==> config.mk <==
export PLATFORM = sky130hd
export DESIGN_NAME = axi_beat_sequencer
export DESIGN_NICKNAME = d
export VERILOG_FILES = /design/src/rtl/axi_beat_pkg.sv /design/src/rtl/axi_gen_addr.sv /design/src/rtl/axi_beat_sequencer.sv
export SDC_FILE = /design/constraint.sdc
export NUM_CORES = 1
export LEC_CHECK = 0
export ABC_CLOCK_PERIOD_IN_PS = 4090
export CAP_MARGIN = 10
export CORE_ASPECT_RATIO = 0.75
export CORE_MARGIN = 10
export CORE_UTILIZATION = 53
export CTS_CLUSTER_DIAMETER = 100
export CTS_CLUSTER_SIZE = 25
export DETAILED_ROUTE_END_ITERATION = 7
export PLACE_DENSITY = 0.88
export SYNTH_ARGS = -nofsm -noshare
export SYNTH_HDL_FRONTEND = slang
export SYNTH_SLANG_ARGS = --single-unit
export TNS_END_PERCENT = 30
==> constraint.sdc <==
create_clock -name i_clk -period 4.09 [get_ports i_clk]
set_input_delay 0.6135 -clock i_clk [delete_from_list [all_inputs] [get_ports i_clk]]
set_output_delay 0.6135 -clock i_clk [all_outputs]
set_load 0.01 [all_outputs]
==> src/rtl/axi_beat_pkg.sv <==
// Shared types for the AXI per-beat address sequencer.
// Burst encodings, sequencer states and the 4 KB page size.
package axi_beat_pkg;

  typedef enum logic [1:0] {
    BURST_FIXED = 2'b00,
    BURST_INCR  = 2'b01,
    BURST_WRAP  = 2'b10,
    BURST_RSVD  = 2'b11
  } axi_burst_t;

  typedef enum logic {
    S_IDLE  = 1'b0,
    S_BURST = 1'b1
  } seq_state_t;

  localparam int AXI_4K_BYTES = 4096;

  // Only these lengths form a legal AXI wrapping burst.
  function automatic logic wrap_len_ok(input int unsigned len);
    return (len == 1) || (len == 3) || (len == 7) || (len == 15);
  endfunction

endpackage

==> src/rtl/axi_gen_addr.sv <==
// Combinational next-beat address for FIXED / INCR / WRAP bursts.
// INCR rolls over modulo 2^AW; WRAP stays inside the (len+1)<<size window.
module axi_gen_addr
  import axi_beat_pkg::*;
#(
  parameter int AW  = 32,
  parameter int ODW = 32,
  parameter int LEN = 8
) (
  input  logic [AW-1:0]  i_addr,
  input  logic [LEN-1:0] i_len,
  input  logic [2:0]     i_size,
  input  axi_burst_t     i_burst,
  output logic [AW-1:0]  o_next_addr
);

  logic [AW-1:0] w_step;
  logic [AW-1:0] w_incr;
  logic [AW-1:0] w_wrap_mask;

  assign w_step      = AW'(1) << i_size;
  assign w_incr      = i_addr + w_step;
  assign w_wrap_mask = ((AW'(i_len) + AW'(1)) << i_size) - AW'(1);

  always_comb begin
    o_next_addr = w_incr;
    unique case (i_burst)
      BURST_FIXED: o_next_addr = i_addr;
      BURST_WRAP:  o_next_addr = (i_addr & ~w_wrap_mask)
                               | (w_incr & w_wrap_mask);
      default:     o_next_addr = w_incr;
    endcase
  end

  // The downstream port must carry whole bytes.
  generate
    if (ODW < 8 || (ODW % 8) != 0) begin : g_bad_odw
      $error("axi_gen_addr: ODW must be a multiple of 8");
    end
  endgenerate

endmodule

==> src/rtl/axi_beat_sequencer.sv <==
// Per-beat address sequencer for one AXI AR/AW channel.
// Optional 4 KB crossing flag: define AXI_BEAT_SEQ_4K_CHK_EN.
module axi_beat_sequencer
  import axi_beat_pkg::*;
#(
  parameter int AW  = 32,
  parameter int DW  = 32,
  parameter int ODW = 32,
  parameter int LEN = 8
) (
  input  logic           i_clk,
  input  logic           i_rst,
  input  logic           i_cmd_valid,
  output logic           o_cmd_ready,
  input  logic [AW-1:0]  i_cmd_addr,
  input  logic [LEN-1:0] i_cmd_len,
  input  logic [2:0]     i_cmd_size,
  input  logic [1:0]     i_cmd_burst,
  output logic           o_beat_valid,
  input  logic           i_beat_ready,
  output logic [AW-1:0]  o_beat_addr,
  output logic [LEN-1:0] o_beat_idx,
  output logic           o_beat_last,
  output logic           o_busy
`ifdef AXI_BEAT_SEQ_4K_CHK_EN
  ,
  output logic           o_err_4k
`endif
);

  localparam int         SZ_MAX   = $clog2(DW / 8);
  localparam logic [2:0] SZ_MAX_L = 3'(SZ_MAX);

  seq_state_t     r_state;
  seq_state_t     w_state_nxt;
  logic [LEN-1:0] r_len;
  logic [LEN-1:0] r_idx;
  logic [2:0]     r_size;
  axi_burst_t     r_burst;
  logic           r_beat_valid;
  logic           r_beat_last;
  logic [AW-1:0]  r_beat_addr;

  logic           w_cmd_fire;
  logic           w_beat_fire;
  logic           w_last_fire;
  logic [2:0]     w_size_c;
  axi_burst_t     w_burst_c;
  logic [AW-1:0]  w_next_addr;
  logic [LEN-1:0] w_idx_inc;

  assign w_beat_fire = r_beat_valid & i_beat_ready;
  assign w_last_fire = w_beat_fire & r_beat_last;
  // Ready rises with the final beat so bursts chain without a bubble.
  assign o_cmd_ready = ~i_rst
                     & ((r_state == S_IDLE) | w_last_fire);
  assign w_cmd_fire  = i_cmd_valid & o_cmd_ready;
  assign w_idx_inc   = r_idx + LEN'(1);

  assign w_size_c = (i_cmd_size > SZ_MAX_L) ? SZ_MAX_L
                                            : i_cmd_size;

  always_comb begin
    w_burst_c = BURST_INCR;
    unique case (i_cmd_burst)
      2'b00:   w_burst_c = BURST_FIXED;
      2'b10:   w_burst_c = wrap_len_ok(32'(i_cmd_len))
                         ? BURST_WRAP : BURST_INCR;
      default: w_burst_c = BURST_INCR;
    endcase
  end

  always_ff @(posedge i_clk) begin
    if (i_rst) r_state <= S_IDLE;
    else       r_state <= w_state_nxt;
  end

  always_comb begin
    w_state_nxt = r_state;
    unique case (r_state)
      S_IDLE: begin
        if (w_cmd_fire) w_state_nxt = S_BURST;
      end
      S_BURST: begin
        if (w_last_fire && !w_cmd_fire) w_state_nxt = S_IDLE;
      end
      default: w_state_nxt = S_IDLE;
    endcase
  end

  axi_gen_addr #(
    .AW  (AW),
    .ODW (ODW),
    .LEN (LEN)
  ) u_gen_addr (
    .i_addr      (r_beat_addr),
    .i_len       (r_len),
    .i_size      (r_size),
    .i_burst     (r_burst),
    .o_next_addr (w_next_addr)
  );

  always_ff @(posedge i_clk) begin
    if (i_rst) begin
      r_beat_valid <= 1'b0;
      r_beat_last  <= 1'b0;
      r_beat_addr  <= '0;
      r_idx        <= '0;
      r_len        <= '0;
      r_size       <= '0;
      r_burst      <= BURST_INCR;
    end else if (w_cmd_fire) begin
      r_beat_valid <= 1'b1;
      r_beat_addr  <= i_cmd_addr;
      r_idx        <= '0;
      r_beat_last  <= (i_cmd_len == '0);
      r_len        <= i_cmd_len;
      r_size       <= w_size_c;
      r_burst      <= w_burst_c;
    end else if (w_last_fire) begin
      r_beat_valid <= 1'b0;
      r_beat_last  <= 1'b0;
    end else if (w_beat_fire) begin
      r_beat_addr  <= w_next_addr;
      r_idx        <= w_idx_inc;
      r_beat_last  <= (w_idx_inc == r_len);
    end
  end

  assign o_beat_valid = r_beat_valid;
  assign o_beat_addr  = r_beat_addr;
  assign o_beat_idx   = r_idx;
  assign o_beat_last  = r_beat_last;
  assign o_busy       = (r_state == S_BURST);

`ifdef AXI_BEAT_SEQ_4K_CHK_EN
  localparam int PG = $clog2(AXI_4K_BYTES);

  logic [AW-1:0] w_bytes;
  logic [AW-1:0] w_end;
  logic          w_cross;
  logic          r_err_4k;

  assign w_bytes = (AW'(i_cmd_len) + AW'(1)) << w_size_c;
  assign w_end   = i_cmd_addr + w_bytes - AW'(1);
  assign w_cross = (w_burst_c == BURST_INCR)
                 & (w_end[AW-1:PG] != i_cmd_addr[AW-1:PG]);

  // Flag only; the burst still runs exactly as commanded.
  always_ff @(posedge i_clk) begin
    if (i_rst)            r_err_4k <= 1'b0;
    else if (w_cmd_fire)  r_err_4k <= w_cross;
    else if (w_last_fire) r_err_4k <= 1'b0;
  end

  assign o_err_4k = r_err_4k;
`endif

endmodule
==> Yosys cells after proc, flatten, opt, wreduce, memory -nomap -nowiden <==
Index checks and enable logic that the tools add are counted.
{ "classes": {"add_sub_neg": 4, "n_shift": 2, "n_bitwise": 12, "n_lt_le_gt_ge": 1, "n_mux": 15, "n_reduce_logical": 14, "eq_ne": 9} }
{ "op_table": {"columns": ["op", "n"], "rows": [
  ["$mux 32", 3],
  ["$and 32x32->32", 2],
  ["$pmux 32 s2", 1],
  ["$add 32x32->32", 1],
  ["$not 32->32", 1],
  ["$or 32x32->32", 1],
  ["$shl 1x3->32 const A", 1],
  ["$shl 32x3->32", 1],
  ["$sub 32x1->32 const B", 1],
  ["$add 8x1->9 const B", 1],
  ["$add 8x1->8 const B", 1],
  ["$eq 8x1->1 const B", 1],
  ["$eq 8x2->1 const B", 1],
  ["$eq 8x3->1 const B", 1],
  ["$eq 8x4->1 const B", 1],
  ["$eq 8x8->1", 1],
  ["$logic_not 8->1", 1],
  ["$mux 1", 7],
  ["$and 1x1->1", 4],
  ["$eq 2x2->1 const B", 2],
  ["$logic_not 2->1", 2],
  ["$ne 2x2->1 const B", 2],
  ["$pmux 2 s2", 1],
  ["$reduce_bool 2->1", 2],
  ["other kinds (13)", 17]
]} }
{ "totals": {"in_bits": 49, "regBits": 56} }

==> Depth between registers and ports, before layout <==
Gate-level depths: netlist of the first run.
{ "depth": {"ltp_word": 10, "ltp_mapped": 16, "depth_no_buf": 13} }

==> Modules after synthesis <==
A second synthesis of the first run with hierarchy kept.
{ "unflattened": {"cells_unflattened": 679, "area_unflattened_um2": 4873.4} }
{ "by_module_without_submodules": {"columns": ["mod", "area_per_inst_um2", "instances", "cells_each"], "rows": [
  ["axi_beat_sequencer", 2552.4, 1, 328],
  ["axi_gen_addr", 2321.0, 1, 351]
]} }

==> Worst setup path before layout of the first run <==
OpenSTA, ideal clock, no wires.
{ "synth_timing": {"path_type": "reg-to-reg", "from": "register r_size[0]", "to": "register (tool-made name)", "setup_time_ns": 0.086, "slack_ns": 0.833, "path_buffers": 4, "stages_incl_launch_ff": 15, "t_arrival_ns": 3.172, "cell_sequence": "dfxtp_1 buf_6 clkbuf_4 clkbuf_1 nor2_1 ha_1 nor2b_1 o21ai_0 a21boi_0 o311a_1 o31ai_1 clkbuf_1 nor3_1 xnor2_1 a211oi_1"} }
{ "synth_rtl": {"columns": ["item", "line", "text"], "rows": [
  ["start, declared", "axi_beat_sequencer.sv:38", "logic [2:0] r_size;"],
  ["start signal, assigned", "axi_beat_sequencer.sv:118", "r_size <= w_size_c;"]
]} }

==> results of run 1 <==
placed cells by master, fill, tap and decap left out, drive strengths merged, types with 12 or more instances in the layout:
cell type | synthesis | final
xor2 | 13 | 13
o31ai | 12 | 12
xnor2 | 40 | 40
buf | 17 | 12
ha | 12 | 12
nor2 | 66 | 66
nor4 | 14 | 14
clkdlybuf4s50 | 0 | 92
dfxtp | 56 | 56
a21oi | 27 | 27
nand3 | 24 | 24
inv | 13 | 14
nor3 | 19 | 19
a211oi | 30 | 30
o21ai | 33 | 33
nand2 | 65 | 65
tightest hold or removal path, stage by stage (launching register included):
cell and delay, ns:
dfxtp_1 0.35, nand2_1 0.07, a21oi_1 0.06
metrics by stage:
step	power (W)	cells	setup WS, ns	util, %
2_1_floorplan	0.0008698	605	0.8326	-
3_3_place_gp	0.001013	775	0.5028	65.79
3_5_place_dp	0.001023	775	0.3308	65.79
4_1_cts	0.001496	783	0.3173	67.57
5_1_grt	0.001554	783	0.01878	67.63
6_report	0.001491	783	0.2835	67.63
metal layers:
layer | wire length, um | global-route usage (%) | share of wire, % | up-vias
met5 | 0 | 0 | 0 | -
met4 | 214 | 5.172 | 1.4 | 0
met3 | 1374 | 6.880 | 9.2 | 26
met2 | 6712 | 35.79 | 45 | 200
met1 | 6671 | 28.92 | 45 | 2354
li1 | - | - | - | 2359
power by group:
part	internal, W	switching [W]	leakage (nW)
combinational	0.000187	0.000201	1.42
clock	0.000234	0.000238	0.0719
sequential	0.000578	0.0000536	0.459
total	0.000998	0.000492	1.95
logic make-up after synthesis:
logic type | count (synthesis)
compound gates | 165
xor+xnor | 53
mux | 6
flops | 56
simple gates | 257
fa+ha+maj | 13
buf+inv | 55
worst max-delay path by stage:
| stage | startpoint | end | slack [ns] |
|---|---|---|---|
| 2_1_floorplan | r_size[0]$_SDFFE_PP0P_ | register | 0.83 |
| 3_5_place_dp | r_len[1]$_SDFFE_PP0P_ | register | 0.33 |
| 3_3_place_gp | r_len[1]$_SDFFE_PP0P_ | register | 0.50 |
| 6_report | r_len[1]$_SDFFE_PP0P_ | register | 0.28 |
| 5_1_grt | r_len[1]$_SDFFE_PP0P_ | register | 0.02 |
| 4_1_cts | r_len[1]$_SDFFE_PP0P_ | register | 0.32 |
cell type report:
class	count	area share [%]
Tap cell	108	2.324
Clock inverter	3	0.4733
Inverter	13	0.8391
Clock buffer	5	2.151
Multi-Input combinational cell	494	57.55
Timing Repair Buffer	104	17.38
Sequential cell	56	19.28
repair_timing:
item	in CTS	in global routing
buffers inserted	0	0
setup endpoints to repair	0	3
resized for setup	0	1
==> implementation parameters, run 1 <==
Parameter                              Value

STA
  Maximum frequency from static timing analysis ... 0.2627 GHz
  Unrepaired setup endpoints after global routing ... false
  Number of setup violations in the final report ... 0
  Aggregate negative setup slack ... 0 ns
  Fin crit period ... 3.807 ns
  Setup clock skew after layout ... 0.01312 ns
  Share of the clock period used by the worst path after layout ... 93.07%
  Hold slack ... 0.5178 ns
  Number of hold violations in the final report ... 0
  Final-report max-slew violation count ... 0
  Worst-Margin Slew ... 1.011 ns
  Relative max-transition margin ... 32.47%

Worst setup path
  Critical Path Slowest Stage Cell ... dfxtp_1
  Cell class contributing the biggest share of worst-path delay ... simple AND/OR/NAND/NOR gates
  Worst Path Max Fanout ... 10
  CP cell instances ... ha_1 -> nand3_1 -> or3_1 -> a311oi_1 -> o21ai_0 -> nand3_1 -> nor3_1 -> and3_1 -> ha_1 -> a211oi_1 -> xnor2_1 -> a211oi_1
  Startpoint type of the worst setup path ... register
  Critical path arrival ... 4.02 ns
  Endpoint class of the critical path ... register
  Critical R2R Launch ... r_len[1]$_SDFFE_PP0P_
  Number of cells traversed by the worst register-to-register path ... 12
  Critical Path RT ... 4.31 ns
  Setup Crit Path Kind ... reg -> reg
  WP buf/inv ... 0
  Crit path depth ... 12
  Setup slack of the worst register-to-register path ... 0.28 ns
  Critical Path Max Stage Delay ... 0.58 ns

Cells and area
  Final #Nets ... 736
  Fill cell total of the finished layout ... 718
  Post-layout instance area ... 0.005816 mm^2
  FF+latch area ... 0.001121 mm^2
  Number of antenna repair diodes ... 0
  Layout cells sized above 1 ... 9.037%
  Post-synthesis to final-layout area growth ... 22.16%
  Footprint of the multi-input gates ... 0.003347 mm^2

Routing
  Avg Vias per Cell ... 6.308
  First-pass iteration count of the detailed router ... 5
  Antenna-violating nets left ... 0
  Number of design-rule violations left by the first detailed-router iteration ... 361
  Routed wire length ... 14.97 mm
  Detailed-route via count ... 4939
  Post-route DRC violation count ... 0
  Detail-routed net length per standard cell ... 19.12 um

Logic synthesis
  Share of the synthesized area in the top cell type ... 23.55%
  Number of cells produced by synthesis ... 605
  Async SR Flop Fraction ... 0%
  Most used standard cells in the synthesized netlist ... nor2_1, nand2_1, dfxtp_1
  Number of different library cells in the post-synthesis netlist ... 84
  Largest cells by area after synthesis ... dfxtp_1, xnor2_1, nor2_1, nand2_1, a211oi_1
  Yosys reg bits ... 56
  Syn Nets ... 667
  Per-instance average area after synthesis ... 7.869 um^2
  EDFF count, synth ... 0
  Post-synth top flop ... dfxtp_1
  Xor and xnor area share after synthesis ... 9.908%
  YS warnings ... 0
  Biggest area consumer among synthesized cells ... dfxtp_1
  Most common cell in the netlist ... nor2_1
  Area share of and/or/nand/nor cells after synthesis ... 29.41%
  Portion of the post-synthesis area used by sequential elements ... 23.55%
  Proportion of synthesized area in mux cells ... 1.261%
  Synth Area in Adders ... 3.574%
  Netlist area before placement ... 0.004761 mm^2
  Compound-Gate Fraction of Synth Area ... 25.99%
  Largest family of logic cells by synthesized area ... simple AND/OR/NAND/NOR gates

Global routing
  Global-route wire length before repair ... 24.50 mm
  All-Layer GR Usage ... 22.34%
  Initial antenna violation count ... 0
  Grt total ovfl ... 0
  Via count of the first global-routing pass ... 4906
  Maximum number of pins on one net before global-route repair ... 48

Floorplan
  Starting Density ... 55.36%
  Die height ... 102.1 um
  Area of the die ... 0.01321 mm^2
  Core Region ... 0.008600 mm^2
  Overall die width ... 129.4 um
  Number of placement rows ... 29
  Num ports ... 93

Power
  Leakage ... 1.955 nW
  Power per cell area ... 256.3 mW/mm^2
  Worst supply voltage drop on vdd ... 0.0001805 V

Clock tree
  TritonCTS clock tree ... built
  Hold Buf Count CTS ... 0
  Number of buffers created by CTS ... 5
  H-tree depth ... 2
  CTS Buffer Depth ... 2
  Clock insertion delay at the later pin of the skew report ... 0.31 ns
  Clock transition at the registers of the reported paths ... 0.09 ns
  Clk sink count ... 56
  Buffer cell driving the clock tree root ... clkbuf_16

Hold path
  Hold-critical path endpoint ... o_beat_idx[1]$_SDFFE_PP0P_
  Origin of the worst min-delay path ... o_beat_idx[1]$_SDFFE_PP0P_
  HP Class ... reg -> reg
  Cell count of the worst hold path ... 2

Placed design
  Post-place instance area ... 0.005658 mm^2
  Port Buffer Count ... 92
  Gpl congestion ... 0.9688
  Post-DP HPWL ... 11.34 mm

Run status
  Outcome ... finished, final reports clean

Job
  Max-capacitance violation count ... 0
Note: power is estimated with default switching activity, not from simulation.
==> run 2, diff against run 1 <==
- ABC_AREA: default -> 1
- CORE_UTILIZATION: 53 -> 54
==> implementation parameters, run 2 <==
Parameter                              Value

Run status
  Outcome ... finished, final reports clean (unchanged)

Worst setup path
  Worst Path Max Fanout ... 19 (was 10)
  Setup slack of the worst register-to-register path ... 0.56 ns (was 0.28 ns)
  Startpoint type of the worst setup path ... register (unchanged)
  Setup Crit Path Kind ... reg -> reg (unchanged)
  Endpoint class of the critical path ... register (unchanged)
  Critical path arrival ... 3.75 ns (was 4.02 ns)
  Critical Path RT ... 4.31 ns (about the same)
  First element of the critical path ... r_size[1]$_SDFFE_PP0P_ (was r_len[1]$_SDFFE_PP0P_)
  Critical R2R Launch ... r_size[1]$_SDFFE_PP0P_ (was r_len[1]$_SDFFE_PP0P_)
  Number of cells traversed by the worst register-to-register path ... 17 (was 12)

Clock tree
  Count of instances resized after the clock tree is built ... 0 (unchanged)
  TritonCTS clock tree ... built (unchanged)
  Clock insertion delay at the later pin of the skew report ... 0.32 ns (was 0.31 ns)
  Hold Buf Count CTS ... 0 (unchanged)
  Clk sink count ... 56 (unchanged)
  Setup Fix Bufs, Post-CTS ... 0 (unchanged)
  Buffer cell driving the clock tree root ... clkbuf_16 (unchanged)
  CTS Buffer Depth ... 2 (unchanged)
  Clock transition at the registers of the reported paths ... 0.08 ns (was 0.09 ns)
  Number of buffers created by CTS ... 5 (unchanged)
  H-tree depth ... 2 (unchanged)

Routing
  Antenna-violating nets left ... 0 (unchanged)
  Avg Vias per Cell ... 5.490 (was 6.308)
  Detailed-route via count ... 5754 (was 4939)
  Number of design-rule violations left by the first detailed-router iteration ... 539 (was 361)
  Top routing layer used ... met4 (unchanged)
  Met2 Wirelength ... 6.460 mm (was 6.712 mm)
  Detail Route met3 WL ... 1.727 mm (was 1.374 mm)
  First-pass iteration count of the detailed router ... 6 (was 5)
  Detail-routed net length per standard cell ... 15.10 um (was 19.12 um)
  Sum of routed wire segments on met1 ... 7.385 mm (was 6.671 mm)
  Routed wire length ... 15.83 mm (was 14.97 mm)
  Post-route DRC violation count ... 0 (unchanged)

Cells and area
  Leading cell types in the layout, fill and taps excluded ... nand2_1, clkdlybuf4s50_1, nor2_1, nand3_1, inv_1 (was clkdlybuf4s50_1, nor2_1, nand2_1, dfxtp_1, xnor2_1)
  Final #Nets ... 981 (was 736)
  Post-synthesis to final-layout area growth ... 21.97% (was 22.16%)
  Final core utilization ... 68.57% (was 67.63%)
  Most frequent standard cell in the layout excluding fill and tap cells ... nand2_1 (was clkdlybuf4s50_1)
  Post-layout instance area ... 0.006280 mm^2 (was 0.005816 mm^2)
  Final instance count without filler cells ... 1048 (was 783)
  Layout cells sized above 1 ... 10.33% (was 9.037%)
  Number of antenna repair diodes ... 0 (unchanged)

Floorplan
  Starting Density ... 56.22% (was 55.36%)
  Num ports ... 93 (unchanged)
  Overall die width ... 132.8 um (was 129.4 um)
  Die height ... 104.6 um (was 102.1 um)
  Number of placement rows ... 30 (was 29)
  Core Region ... 0.009159 mm^2 (was 0.008600 mm^2)
  Area of the die ... 0.01388 mm^2 (was 0.01321 mm^2)

Logic synthesis
  Number of different library cells in the post-synthesis netlist ... 49 (was 84)
  Portion of the post-synthesis area used by sequential elements ... 21.77% (was 23.55%)
  Async SR Flop Fraction ... 0% (unchanged)
  YS warnings ... 0 (unchanged)
  Biggest area consumer among synthesized cells ... dfxtp_1 (unchanged)
  Per-instance average area after synthesis ... 6.108 um^2 (was 7.869 um^2)
  Largest cells by area after synthesis ... dfxtp_1, nand2_1, nand3_1, nor2_1, inv_1 (was dfxtp_1, xnor2_1, nor2_1, nand2_1, a211oi_1)
  Number of cells produced by synthesis ... 843 (was 605)
  EDFF count, synth ... 0 (unchanged)
  Netlist area before placement ... 0.005149 mm^2 (was 0.004761 mm^2)
  Syn Nets ... 905 (was 667)
  Post-synth top flop ... dfxtp_1 (unchanged)
  Share of the synthesized area in the top cell type ... 21.77% (was 23.55%)
  Yosys reg bits ... 56 (unchanged)
  Most common cell in the netlist ... nand2_1 (was nor2_1)
  Most used standard cells in the synthesized netlist ... nand2_1, nor2_1, nand3_1 (was nor2_1, nand2_1, dfxtp_1)

STA
  Setup clock skew after layout ... 0.01071 ns (was 0.01312 ns)
  Number of hold violations in the final report ... 0 (unchanged)
  Relative max-transition margin ... 32.37% (was 32.47%)
  Maximum frequency from static timing analysis ... 0.2831 GHz (was 0.2627 GHz)
  Number of setup violations in the final report ... 0 (unchanged)
  Worst-Margin Slew ... 1.008 ns (was 1.011 ns)
  Final-report max-slew violation count ... 0 (unchanged)
  Share of the clock period used by the worst path after layout ... 86.37% (was 93.07%)
  Aggregate negative setup slack ... 0 ns (unchanged)
  Unrepaired setup endpoints after global routing ... false (unchanged)
  Fin crit period ... 3.532 ns (was 3.807 ns)
  Hold slack ... 0.5012 ns (was 0.5178 ns)

Placed design
  Gpl congestion ... 0.9743 (was 0.9688)
  Number of placed cells counting well taps ... 1040 (was 775)
  Post-DP HPWL ... 12.35 mm (was 11.34 mm)
  Port Buffer Count ... 92 (unchanged)
  Post-place instance area ... 0.006130 mm^2 (was 0.005658 mm^2)

Power
  Cell-internal power ... 0.001031 W (was 0.0009982 W)
  Net switching fraction of the power ... 36.16% (was 33.03%)
  Power per cell area ... 257.1 mW/mm^2 (was 256.3 mW/mm^2)
  Worst supply voltage drop on vdd ... 0.0001751 V (was 0.0001805 V)
  Combinational cell fraction of total power ... 30.9% (was 26.0%)
  Sequential Power Share ... 39.6% (was 42.3%)
  Net Sw Power ... 0.0005839 W (was 0.0004924 W)
  Leakage ... 2.687 nW (was 1.955 nW)
  Clock power frac ... 29.5% (was 31.7%)

Global routing
  Initial antenna violation count ... 0 (unchanged)
  Global-route wire length before repair ... 26.41 mm (was 24.50 mm)
  All-Layer GR Usage ... 22.31% (was 22.34%)
  Maximum number of pins on one net before global-route repair ... 49 (was 48)
  Via count of the first global-routing pass ... 5339 (was 4906)
  Grt total ovfl ... 0 (unchanged)

Hold path
  HP Class ... reg -> reg (unchanged)

Job
  Max-capacitance violation count ... 0 (unchanged)
[run 2: worst max-delay path, stage by stage, from the launching register on]
cell and delay, ns:
dfxtp_1 0.71, inv_1 0.36, nand2_1 0.18, nor2_1 0.07, ha_1 0.31, nand2_1 0.04
o21ai_0 0.25, a21oi_1 0.19, nor2_1 0.12, nor2_1 0.08, nor3_1 0.36, nand2_1 0.20
nor3_1 0.24, nand2_1 0.08, nand3_1 0.09, nand2_1 0.05, nand2_1 0.05, nor2_1 0.05
[run 2: final cells by class]
cell class	count	area, um^2
well taps	128	160.2
fillers	854	2879
inverters	90	339.1
repair buffers	97	958.4
flip-flops and latches	56	1121
clock inverters	3	25.02
multi-input cells	669	3551
clock buffers	5	125.1
[run 2: worst min path at each step]
stage / from / endpoint / slack, ns / cells past startpoint
3_3_place_gp: o_beat_valid$_SDFFE_PP0P_ / o_beat_valid$_SDFFE_PP0P_ / 0.48 / 2
3_5_place_dp: o_beat_valid$_SDFFE_PP0P_ / o_beat_valid$_SDFFE_PP0P_ / 0.48 / 2
4_1_cts: o_beat_valid$_SDFFE_PP0P_ / o_beat_valid$_SDFFE_PP0P_ / 0.50 / 2
5_1_grt: o_beat_idx[1]$_SDFFE_PP0P_ / o_beat_idx[1]$_SDFFE_PP0P_ / 0.54 / 2
2_1_floorplan: r_burst[1]$_SDFFE_PP0P_ / r_burst[1]$_SDFFE_PP0P_ / 0.46 / 2
6_report: o_beat_valid$_SDFFE_PP0P_ / o_beat_valid$_SDFFE_PP0P_ / 0.50 / 2
[run 2: power by group through the flow]
stage | clock network, W | registers [W] | logic [W]
4_1_cts | 0.000471 | 0.000638 | 0.000495
3_5_place_dp | 0 | 0.000650 | 0.000492
6_report | 0.000476 | 0.000639 | 0.000500
5_1_grt | 0.000495 | 0.000645 | 0.000555
2_1_floorplan | 0 | 0.000643 | 0.000312
3_3_place_gp | 0 | 0.000649 | 0.000484
[run 2: metrics by stage]
stage | setup WS [ns] | total power (W)
CTS | 0.6369 | 0.001604
global route | 0.1453 | 0.001696
global placement | 0.7989 | 0.001133
detailed placement | 0.6608 | 0.001141
finish | 0.5576 | 0.001615
floorplan | 1.279 | 0.0009542
[run 2: routing by layer]
metal,vias to the layer above,GRT usage [%]
met2,260,33.16
met4,0,4.232
met3,32,7.081
li1,2892,-
met1,2570,30.92
met5,-,0
[run 2: cells by family after synthesis]
group	after synthesis	synth area share (%)
adders and majority gates	13	3.305
DFF	56	21.77
AOI/OAI and AO/OA	109	12.08
buffers and inverters	118	9.259
and+or+nand+nor	518	48.65
xor gates and xnor gates	29	4.933
